### src/rtl/uart_tx_scheduler_pkg.sv
`default_nettype none
// ============================================================================
// uart_tx_scheduler_pkg : FSM state encoding and width helper for the scheduler
// Revision: 1.0
// ============================================================================
package uart_tx_scheduler_pkg;

  localparam logic [2:0] S_IDLE      = 3'd0;
  localparam logic [2:0] S_LOAD      = 3'd1;
  localparam logic [2:0] S_WAIT_BUSY = 3'd2;
  localparam logic [2:0] S_WAIT_DONE = 3'd3;
  localparam logic [2:0] S_GAP       = 3'd4;

  // A width of at least one bit, so single-entry ranges still get a signal.
  function automatic int clog2_min1(input int n);
    return (n <= 1) ? 1 : $clog2(n);
  endfunction

endpackage
`default_nettype wire

### src/rtl/uart_tx_scheduler_if.sv
`default_nettype none
// ============================================================================
// uart_tx_scheduler_if : write/in/busy/done/tx_error pins of one UART transmitter
// Revision: 1.0
// ============================================================================
interface uart_tx_scheduler_if #(
  parameter int DATA_BITS = 8
);
  logic [DATA_BITS-1:0] tx_in;
  logic                 tx_write;
  logic                 tx_busy;
  logic                 tx_done;
  logic                 tx_error;

  modport master (output tx_in, tx_write, input tx_busy, tx_done, tx_error);
  modport slave  (input tx_in, tx_write, output tx_busy, tx_done, tx_error);
endinterface
`default_nettype wire

### src/rtl/uart_tx_scheduler_rr_arbiter.sv
`default_nettype none
// ============================================================================
// uart_tx_scheduler_rr_arbiter : combinational round-robin pick after last_grant
// Revision: 1.0
// ============================================================================
module uart_tx_scheduler_rr_arbiter
  import uart_tx_scheduler_pkg::*;
#(
  parameter int NUM_REQ = 4,
  parameter int IDW     = clog2_min1(NUM_REQ)
) (
  input  logic [NUM_REQ-1:0] req,
  input  logic [IDW-1:0]     last_grant,
  output logic [NUM_REQ-1:0] grant_oh,
  output logic [IDW-1:0]     grant_idx,
  output logic               grant_any
);

  logic [IDW-1:0] w_cand;

  always_comb begin
    grant_oh  = '0;
    grant_idx = '0;
    grant_any = 1'b0;
    w_cand    = '0;
    // Search starts one past the previous winner and wraps, so last_grant ranks lowest.
    for (int off = 1; off <= NUM_REQ; off++) begin
      w_cand = IDW'((int'(last_grant) + off) % NUM_REQ);
      if (!grant_any && req[w_cand]) begin
        grant_any        = 1'b1;
        grant_idx        = w_cand;
        grant_oh[w_cand] = 1'b1;
      end
    end
  end

endmodule
`default_nettype wire

### src/rtl/uart_tx_scheduler.sv
`default_nettype none
// ============================================================================
// uart_tx_scheduler : round-robin sharing of one UART transmitter among requesters
// Revision: 1.0
// ============================================================================
module uart_tx_scheduler
  import uart_tx_scheduler_pkg::*;
#(
  parameter int NUM_REQ       = 4,
  parameter int DATA_BITS     = 8,
  parameter int START_TIMEOUT = 64,
  parameter int GAP_CYCLES    = 2,
  parameter int CNT_W         = 16,
  localparam int IDW          = clog2_min1(NUM_REQ)
) (
  input  logic                         clk,
  input  logic                         rst,
  input  logic [NUM_REQ-1:0]           req_valid,
  input  logic [NUM_REQ*DATA_BITS-1:0] req_data,
  output logic [NUM_REQ-1:0]           req_ready,
  output logic                         cpl_valid,
  output logic [IDW-1:0]               cpl_id,
  output logic                         cpl_err,
  uart_tx_scheduler_if.master          tx,
  output logic                         active,
  output logic [CNT_W-1:0]             frame_count
);

  localparam int TO_W  = clog2_min1(START_TIMEOUT);
  localparam int GAP_W = clog2_min1(GAP_CYCLES);
  localparam logic [GAP_W-1:0] c_gap_last = GAP_W'((GAP_CYCLES > 0) ? GAP_CYCLES - 1 : 0);

  logic [2:0]           state_q, state_d;
  logic [IDW-1:0]       last_grant_q, last_grant_d;
  logic [DATA_BITS-1:0] tx_in_q, tx_in_d;
  logic                 tx_write_q, tx_write_d;
  logic [NUM_REQ-1:0]   req_ready_q, req_ready_d;
  logic                 cpl_valid_q, cpl_valid_d;
  logic [IDW-1:0]       cpl_id_q, cpl_id_d;
  logic                 cpl_err_q, cpl_err_d;
  logic [CNT_W-1:0]     frame_count_q, frame_count_d;
  logic [TO_W-1:0]      to_cnt_q, to_cnt_d;
  logic [GAP_W-1:0]     gap_cnt_q, gap_cnt_d;

  logic [NUM_REQ-1:0]   w_grant_oh;
  logic [IDW-1:0]       w_grant_idx;
  logic                 w_grant_any;
  logic                 w_finish;
  logic                 w_fin_err;
  logic                 w_to_hit;
  logic [DATA_BITS-1:0] w_req_byte [NUM_REQ];

  for (genvar gi = 0; gi < NUM_REQ; gi++) begin : g_unpack
    assign w_req_byte[gi] = req_data[gi*DATA_BITS +: DATA_BITS];
  end

  uart_tx_scheduler_rr_arbiter #(
    .NUM_REQ (NUM_REQ),
    .IDW     (IDW)
  ) u_arb (
    .req        (req_valid),
    .last_grant (last_grant_q),
    .grant_oh   (w_grant_oh),
    .grant_idx  (w_grant_idx),
    .grant_any  (w_grant_any)
  );

  // Fires while the counter steps to START_TIMEOUT-1, so the registered error
  // completion lands START_TIMEOUT cycles after the tx_write pulse.
  assign w_to_hit = (int'(to_cnt_q) + 1 >= START_TIMEOUT - 1);

  always_comb begin
    state_d       = state_q;
    last_grant_d  = last_grant_q;
    tx_in_d       = tx_in_q;
    tx_write_d    = 1'b0;
    req_ready_d   = '0;
    cpl_valid_d   = 1'b0;
    cpl_id_d      = '0;
    cpl_err_d     = 1'b0;
    frame_count_d = frame_count_q;
    to_cnt_d      = to_cnt_q;
    gap_cnt_d     = gap_cnt_q;
    w_finish      = 1'b0;
    w_fin_err     = 1'b0;

    case (state_q)
      S_IDLE: begin
        if (w_grant_any) begin
          state_d      = S_LOAD;
          tx_in_d      = w_req_byte[w_grant_idx];
          tx_write_d   = 1'b1;
          req_ready_d  = w_grant_oh;
          last_grant_d = w_grant_idx;
        end
      end
      S_LOAD: begin
        state_d  = S_WAIT_BUSY;
        to_cnt_d = '0;
      end
      S_WAIT_BUSY: begin
        to_cnt_d = to_cnt_q + 1'b1;
        if (tx.tx_done || tx.tx_error) begin
          w_finish  = 1'b1;
          w_fin_err = tx.tx_error;
        end else if (tx.tx_busy) begin
          state_d = S_WAIT_DONE;
        end else if (w_to_hit) begin
          w_finish  = 1'b1;
          w_fin_err = 1'b1;
        end
      end
      S_WAIT_DONE: begin
        if (tx.tx_done || tx.tx_error) begin
          w_finish  = 1'b1;
          w_fin_err = tx.tx_error;
        end
      end
      S_GAP: begin
        if (gap_cnt_q == c_gap_last) begin
          state_d = S_IDLE;
        end else begin
          gap_cnt_d = gap_cnt_q + 1'b1;
        end
      end
      default: state_d = S_IDLE;
    endcase

    if (w_finish) begin
      cpl_valid_d = 1'b1;
      cpl_id_d    = last_grant_q;
      cpl_err_d   = w_fin_err;
      gap_cnt_d   = '0;
      state_d     = (GAP_CYCLES == 0) ? S_IDLE : S_GAP;
      if (!w_fin_err) begin
        frame_count_d = frame_count_q + 1'b1;
      end
    end
  end

  always_ff @(posedge clk) begin
    if (rst) begin
      state_q       <= S_IDLE;
      last_grant_q  <= IDW'(NUM_REQ - 1);
      tx_in_q       <= '0;
      tx_write_q    <= 1'b0;
      req_ready_q   <= '0;
      cpl_valid_q   <= 1'b0;
      cpl_id_q      <= '0;
      cpl_err_q     <= 1'b0;
      frame_count_q <= '0;
      to_cnt_q      <= '0;
      gap_cnt_q     <= '0;
    end else begin
      state_q       <= state_d;
      last_grant_q  <= last_grant_d;
      tx_in_q       <= tx_in_d;
      tx_write_q    <= tx_write_d;
      req_ready_q   <= req_ready_d;
      cpl_valid_q   <= cpl_valid_d;
      cpl_id_q      <= cpl_id_d;
      cpl_err_q     <= cpl_err_d;
      frame_count_q <= frame_count_d;
      to_cnt_q      <= to_cnt_d;
      gap_cnt_q     <= gap_cnt_d;
    end
  end

  assign req_ready   = req_ready_q;
  assign cpl_valid   = cpl_valid_q;
  assign cpl_id      = cpl_id_q;
  assign cpl_err     = cpl_err_q;
  assign tx.tx_in    = tx_in_q;
  assign tx.tx_write = tx_write_q;
  assign active      = (state_q != S_IDLE);
  assign frame_count = frame_count_q;

endmodule
`default_nettype wire

### src/flat_wrapper.sv
// flat-port wrapper written by rule: the top's interface ports become plain ports
module uart_tx_scheduler_flat import uart_tx_scheduler_pkg::*;
#(
  parameter int NUM_REQ       = 4,
  parameter int DATA_BITS     = 8,
  parameter int START_TIMEOUT = 64,
  parameter int GAP_CYCLES    = 2,
  parameter int CNT_W         = 16,
  localparam int IDW          = clog2_min1(NUM_REQ)
)
  (clk, rst, req_valid, req_data, req_ready, cpl_valid, cpl_id, cpl_err, active, frame_count, tx_tx_in, tx_tx_write, tx_tx_busy, tx_tx_done, tx_tx_error);
  uart_tx_scheduler_if #(.DATA_BITS(DATA_BITS)) tx_i ();
  input  logic clk;
  input  logic rst;
  input  logic [NUM_REQ-1:0] req_valid;
  input  logic [NUM_REQ*DATA_BITS-1:0] req_data;
  output logic [NUM_REQ-1:0] req_ready;
  output logic cpl_valid;
  output logic [IDW-1:0] cpl_id;
  output logic cpl_err;
  output logic active;
  output logic [CNT_W-1:0] frame_count;
  output wire logic [$bits(tx_i.tx_in)-1:0] tx_tx_in;
  output wire logic [$bits(tx_i.tx_write)-1:0] tx_tx_write;
  input wire logic [$bits(tx_i.tx_busy)-1:0] tx_tx_busy;
  input wire logic [$bits(tx_i.tx_done)-1:0] tx_tx_done;
  input wire logic [$bits(tx_i.tx_error)-1:0] tx_tx_error;
  assign tx_tx_in = tx_i.tx_in;
  assign tx_tx_write = tx_i.tx_write;
  assign tx_i.tx_busy = tx_tx_busy;
  assign tx_i.tx_done = tx_tx_done;
  assign tx_i.tx_error = tx_tx_error;
  uart_tx_scheduler #(.NUM_REQ(NUM_REQ), .DATA_BITS(DATA_BITS), .START_TIMEOUT(START_TIMEOUT), .GAP_CYCLES(GAP_CYCLES), .CNT_W(CNT_W)) u_core (.clk(clk), .rst(rst), .req_valid(req_valid), .req_data(req_data), .req_ready(req_ready), .cpl_valid(cpl_valid), .cpl_id(cpl_id), .cpl_err(cpl_err), .tx(tx_i), .active(active), .frame_count(frame_count));
endmodule
### config.mk
export PLATFORM = sky130hd
export DESIGN_NAME = uart_tx_scheduler_flat
export DESIGN_NICKNAME = d
export VERILOG_FILES = /design/src/rtl/uart_tx_scheduler_pkg.sv /design/src/rtl/uart_tx_scheduler_if.sv /design/src/rtl/uart_tx_scheduler_rr_arbiter.sv /design/src/rtl/uart_tx_scheduler.sv /design/src/flat_wrapper.sv
export SDC_FILE = /design/constraint.sdc
export NUM_CORES = 1
export LEC_CHECK = 0
export BUFFER_PORTS_ARGS = -buffer_cell sky130_fd_sc_hd__buf_2
export CAP_MARGIN = 15
export CELL_PAD_IN_SITES_DETAIL_PLACEMENT = 1
export CELL_PAD_IN_SITES_GLOBAL_PLACEMENT = 1
export CORE_MARGIN = 2
export CORE_UTILIZATION = 38
export DETAILED_ROUTE_END_ITERATION = 16
export PLACE_DENSITY_LB_ADDON = 0.1
export SLEW_MARGIN = 20
export SYNTH_ARGS = -nofsm -noshare
export SYNTH_HDL_FRONTEND = slang
export SYNTH_SLANG_ARGS = --single-unit
### constraint.sdc
create_clock -name clk -period 2.9 [get_ports clk]
set_input_delay 0.58 -clock clk [delete_from_list [all_inputs] [get_ports clk]]
set_output_delay 0.58 -clock clk [all_outputs]
set_load 0.01 [all_outputs]
==> metrics.csv, run 1 <==
metric,value,unit
routabilityCongestion,0.747,
grt_pass1_wl,10500,um
timing.setup.tns,0,ps
wirelength_met1,2940,um
initial_utilization,38.7,%
yosysSeqAreaShare,34.7,%
gr-total-overflow,0,
synthAdderAreaFrac,5.30,%
wl_met2,3180,um
cp.depth,9,
cp.arrival,2670,ps
synth_xor_xnor_area_share,5.73,%
maxCapViolCount,0,
path_cells,inv_1 -> ha_1 -> mux4_2 -> nor2b_4 -> nor2_4 -> a2bb2oi_4 -> buf_4 -> mux2i_1 -> o221ai_2,
clockPowerShare,17.9,%
final_common_cell,buf_2,
multiInputGateArea,0.00158,sq mm
regArea,901,sq um
total_power,2.60,mW
hold_buffers,0,
post-place-ws,363,ps
p_leak,1.42,nW
grt_pass1_vias,2243,
utilization,46.8,%
drv_slew,0,
core,0.00672,sq mm
finalCriticalPeriod,2500,ps
async_reset_ff_share,0,%
track_usage,17.1,%
wl,6370,um
synth.ff_latch_count,45,
numCtsBuffers,5,
critPathLaunchType,flop,
crit_type,flop to flop,
area_growth_syn_to_layout,21.0,%
slowest_stage,ha_1,
die_area,0.00752,sq mm
fin_cells,444,
yosys_most_used_dff,dfxtp_1,
diodes,0,
critical_path.endpoint_type,flop,
worstMarginPinSlew,557,ps
synth_nets,339,
worst_slack,404,ps
seqPwrFrac,31.3,%
detail-route-antenna-nets,0,
clk_latency,290,ps
finalHoldViolations,0,
place_area,0.00304,sq mm
slew_headroom,62.7,%
io_pins,75,
floorplan.rows,30,
synth.distinct_cells,51,
ys.warnings.count,0,
fin_area,0.00315,sq mm
die_y,86.7,um
clock_skew,2.75,ps
dp.cells,437,
top_layer,met4,
synth_mux_area_share,10.7,%
numPortBuffers,74,
cts.repair.resized,0,
rsz0062_at_grt,no,
syn_area,0.00260,sq mm
layout_common_cells,"buf_2, dfxtp_1, nor2_1, nand2_1, mux2i_1",
met3_length,210,um
antenna_found_initial,0,
fill_cells,821,
path_clk_slew,80,ps
worstHoldPathCells,2,
cp_num_buf_inv,2,
synth_area_per_cell,9.05,sq um
vdd.ir_drop.worst,0.251,mV
synth-edff-count,0,
via_count,2318,
cp.required,3080,ps
synthSimpleGateAreaFrac,22.4,%
nets,416,
setup_viol,0,
synth_compound_gate_area_share,16.6,%
fp.dieW,86.7,um
via_per_inst,5.22,
cts_sinks,45,
hp-class,flop to flop,
fmax,0.401,GHz
cp_max_fo,16,
cts-htree-levels,2,
sw_frac_of_total,39.9,%
netlist_instances,287,
cts_tree,yes,
cts-root-buf,clkbuf_8,
synth_top_family_by_area,simple AND/OR/NAND/NOR gates,
power_density,825,mW/mm^2
switchingPower,1.03,mW
whs,470,ps
internal_power,1.56,mW
cts.path.max_buffers,2,
drt_first_pass_iters,4,
route.detailed.drc,0,
crit_family,multiplexers,
drtIter0Drc,48,
power_frac_comb,50.9,%
drive_above_1_share,30.5,%
cpPeakStageDelay,420,ps
routedWlPerCell,14.4,um
post-cts-setup-buffer-count,0,
dp.final_hpwl,4840,um
timing.final.crit_share,86.1,%
grt_start_max_net_pins,30,
status,"complete, no violations",
worstRegToRegCells,9,
-- flip-flops by register name, indices dropped and copies added, names as in the netlist, 2 cells and up --
signal / flops
u_core.tx.tx_in: 8
u_core.to_cnt_q: 6
u_core.last_grant_q: 2
u_core.cpl_id: 2
u_core.frame_count: 16
u_core.req_ready: 4
u_core.state_q: 3
-- cells in the mapped netlist (2+ instances only) --
library cell  number  area share (%)
or3_1              3            0.72
nor2_1            40             5.8
nand3_1            9             1.7
a21o_1             2            0.58
mux4_1             2             2.0
ha_1              11             5.3
and2_1             4            0.96
inv_1             11             1.6
xnor2_1            9             3.0
or3b_2             2            0.67
nand2b_1           5             1.2
nand2_1           28             4.0
clkbuf_1           6            0.87
mux4_2             2             1.7
dfxtp_1           45              35
a221oi_1           4             1.3
xor2_1             8             2.7
o21ai_0           10             1.9
nand4_1            2            0.48
a21oi_1           11             2.1
or2_2              2            0.48
a22oi_1            8             2.3
mux2i_1           18             6.9
nor2b_1            2            0.48
o221ai_2           8             4.6
a31oi_1            2            0.48
buf_6              3             1.3
nor3_1             6             1.2
nor4_1             2            0.48
-- tightest hold or removal path, stage by stage (launching register included) --
cell	delay [ps]
dfxtp_1	340
nand2_1	60
o221ai_2	50
-- power by group through the flow --
stage          clock network, mW  logic [mW]  registers, mW
2_1_floorplan                  0        1.06          0.827
3_3_place_gp                   0        1.31          0.826
3_5_place_dp                   0        1.33          0.825
4_1_cts                    0.483        1.34          0.811
5_1_grt                    0.499        1.46          0.831
6_report                   0.464        1.32          0.811
-- logic make-up (layout without fill, tap and decap cells) --
| family | after synthesis | after routing |
|---|---|---|
| flops | 45 | 45 |
| simple gates | 117 | 117 |
| fa+ha+maj | 11 | 11 |
| mux | 22 | 22 |
| buf+inv | 22 | 99 |
| xor+xnor | 17 | 17 |
| compound gates | 53 | 53 |
-- layout make-up --
type                       count  area share (%)
clock inverter                 2            1.11
tap                           80            3.18
sequential                    45            28.6
multi-input combinational    220            50.1
timing repair buffer          81            13.4
inverter                      11            1.31
clock buffer                   5            2.19
-- metal layers --
| layer | vias to the layer above | track usage, % |
|---|---|---|
| li1 | 1161 | - |
| met1 | 1111 | 21.8 |
| met2 | 42 | 30.1 |
| met3 | 4 | 3.05 |
| met4 | 0 | 3.84 |
| met5 | - | 0 |
-- final timing paths --
| kind | start | to | slack [ps] |
|---|---|---|---|
| setup reg to reg | u_core.last_grant_q[0]$_SDFFE_PP1P_ | u_core.tx.tx_in[4]$_SDFFE_PP0P_ | 400 |
| hold reg to reg | u_core.tx.tx_in[0]$_SDFFE_PP0P_ | u_core.tx.tx_in[0]$_SDFFE_PP0P_ | 470 |
| setup / recovery | u_core.last_grant_q[0]$_SDFFE_PP1P_ | u_core.tx.tx_in[4]$_SDFFE_PP0P_ | 400 |
| hold / removal | u_core.tx.tx_in[0]$_SDFFE_PP0P_ | u_core.tx.tx_in[0]$_SDFFE_PP0P_ | 470 |
Power figures use the tool's default switching activity.
==> run 2: changes to the inputs <==
RECOVER_POWER = 50   (was unset)
==> metrics.csv, run 2 (same netlist as run 1, synthesis figures left out) <==
metric,value,unit
status,"complete, no violations",
cts-root-buf,clkbuf_8,
final_common_cell,dfxtp_1,
post-place-ws,363,ps
whs,474,ps
gr-total-overflow,0,
nets,416,
drive_above_1_share,21.4,%
die_area,0.00752,sq mm
crit_type,flop to flop,
rsz0062_at_grt,no,
die_y,86.7,um
grt_start_max_net_pins,30,
path_clk_slew,80,ps
hp-class,flop to flop,
cts_tree,yes,
finalCriticalPeriod,2490,ps
power_density,831,mW/mm^2
cp.required,3080,ps
routedWlPerCell,14.4,um
cts_sinks,45,
finalHoldViolations,0,
core,0.00672,sq mm
diodes,0,
worst_slack,407,ps
track_usage,17.1,%
timing.final.crit_share,86.0,%
critPathLaunchType,flop,
antenna_found_initial,0,
timing.setup.tns,0,ps
fp.dieW,86.7,um
setup_viol,0,
post-cts-setup-buffer-count,0,
wl,6380,um
cts.repair.resized,0,
fmax,0.401,GHz
largest_reg_flops,16,
cp.arrival,2670,ps
critical_path.endpoint_type,flop,
dp.final_hpwl,4840,um
p_leak,1.28,nW
cts.path.max_buffers,2,
detail-route-antenna-nets,0,
via_per_inst,5.22,
io_pins,75,
drv_slew,0,
cts-htree-levels,2,
routabilityCongestion,0.747,
clock_skew,2.78,ps
slew_headroom,62.7,%
numCtsBuffers,5,
drt_first_pass_iters,4,
grt_pass1_wl,10500,um
cp_max_fo,16,
via_count,2317,
initial_utilization,38.7,%
utilization,46.2,%
layout_common_cells,"dfxtp_1, buf_2, nor2_1, clkbuf_1, nand2_1",
fill_cells,831,
vdd.ir_drop.worst,0.251,mV
maxCapViolCount,0,
clk_latency,290,ps
drtIter0Drc,35,
numPortBuffers,74,
floorplan.rows,30,
route.detailed.drc,0,
worstMarginPinSlew,557,ps
area_growth_syn_to_layout,19.5,%
hold_buffers,0,
grt_pass1_vias,2243,
## run 2: changes by cell type in the layout (fill, tap and decap cells not counted)
cell and change:
buf_2 -33, clkbuf_1 +33
## run 2: path summary, 6_finish.rpt
| check | end | cells after the start | slack (ps) | start |
|---|---|---|---|---|
| max | u_core.tx.tx_in[4]$_SDFFE_PP0P_ | 9 | 410 | u_core.last_grant_q[0]$_SDFFE_PP1P_ |
| min | u_core.tx.tx_in[5]$_SDFFE_PP0P_ | 2 | 470 | u_core.tx.tx_in[5]$_SDFFE_PP0P_ |
| max reg2reg | u_core.tx.tx_in[4]$_SDFFE_PP0P_ | 9 | 410 | u_core.last_grant_q[0]$_SDFFE_PP1P_ |
| min reg2reg | u_core.tx.tx_in[5]$_SDFFE_PP0P_ | 2 | 470 | u_core.tx.tx_in[5]$_SDFFE_PP0P_ |
## run 2: layout make-up
class / count / area [sq um] / area share, %
Clock buffer: 5 / 68.8 / 2.22
Clock inverter: 2 / 35.0 / 1.13
Inverter: 11 / 41.3 / 1.33
Multi-Input combinational cell: 220 / 1580 / 50.8
Sequential cell: 45 / 901 / 29.0
Tap cell: 80 / 100 / 3.22
Timing Repair Buffer: 81 / 382 / 12.3
## run 2: per-layer routing
| layer | wire length [um] | share of wire, % | vias to the layer above | global-route usage (%) |
|---|---|---|---|---|
| li1 | - | - | 1161 | - |
| met4 | 40 | 0.63 | 0 | 3.84 |
| met2 | 3180 | 50 | 42 | 30.1 |
| met3 | 201 | 3.1 | 4 | 3.05 |
| met1 | 2960 | 46 | 1110 | 21.8 |
| met5 | 0 | 0 | - | 0 |
## run 2: worst max-delay path, stage by stage, from the launching register on
cell,delay [ps]
dfxtp_1,340
inv_1,120
ha_1,420
mux4_2,390
nor2b_4,180
nor2_4,110
a2bb2oi_4,130
buf_4,280
mux2i_1,280
o221ai_2,120
## run 2: through the flow
| stage | instances | power, mW | area (sq um) |
|---|---|---|---|
| finish | 444 | 2.58 | 3100 |
| global route | 444 | 2.78 | 3100 |
| CTS | 444 | 2.63 | 3150 |
| detailed placement | 437 | 2.16 | 3040 |
| global placement | 437 | 2.13 | 3040 |
| floorplan | 287 | 1.88 | 2600 |
## run 2: power breakdown
part,internal (mW),switching (mW)
logic,0.576,0.728
clock network,0.251,0.213
registers,0.719,0.0949
total,1.54,1.04
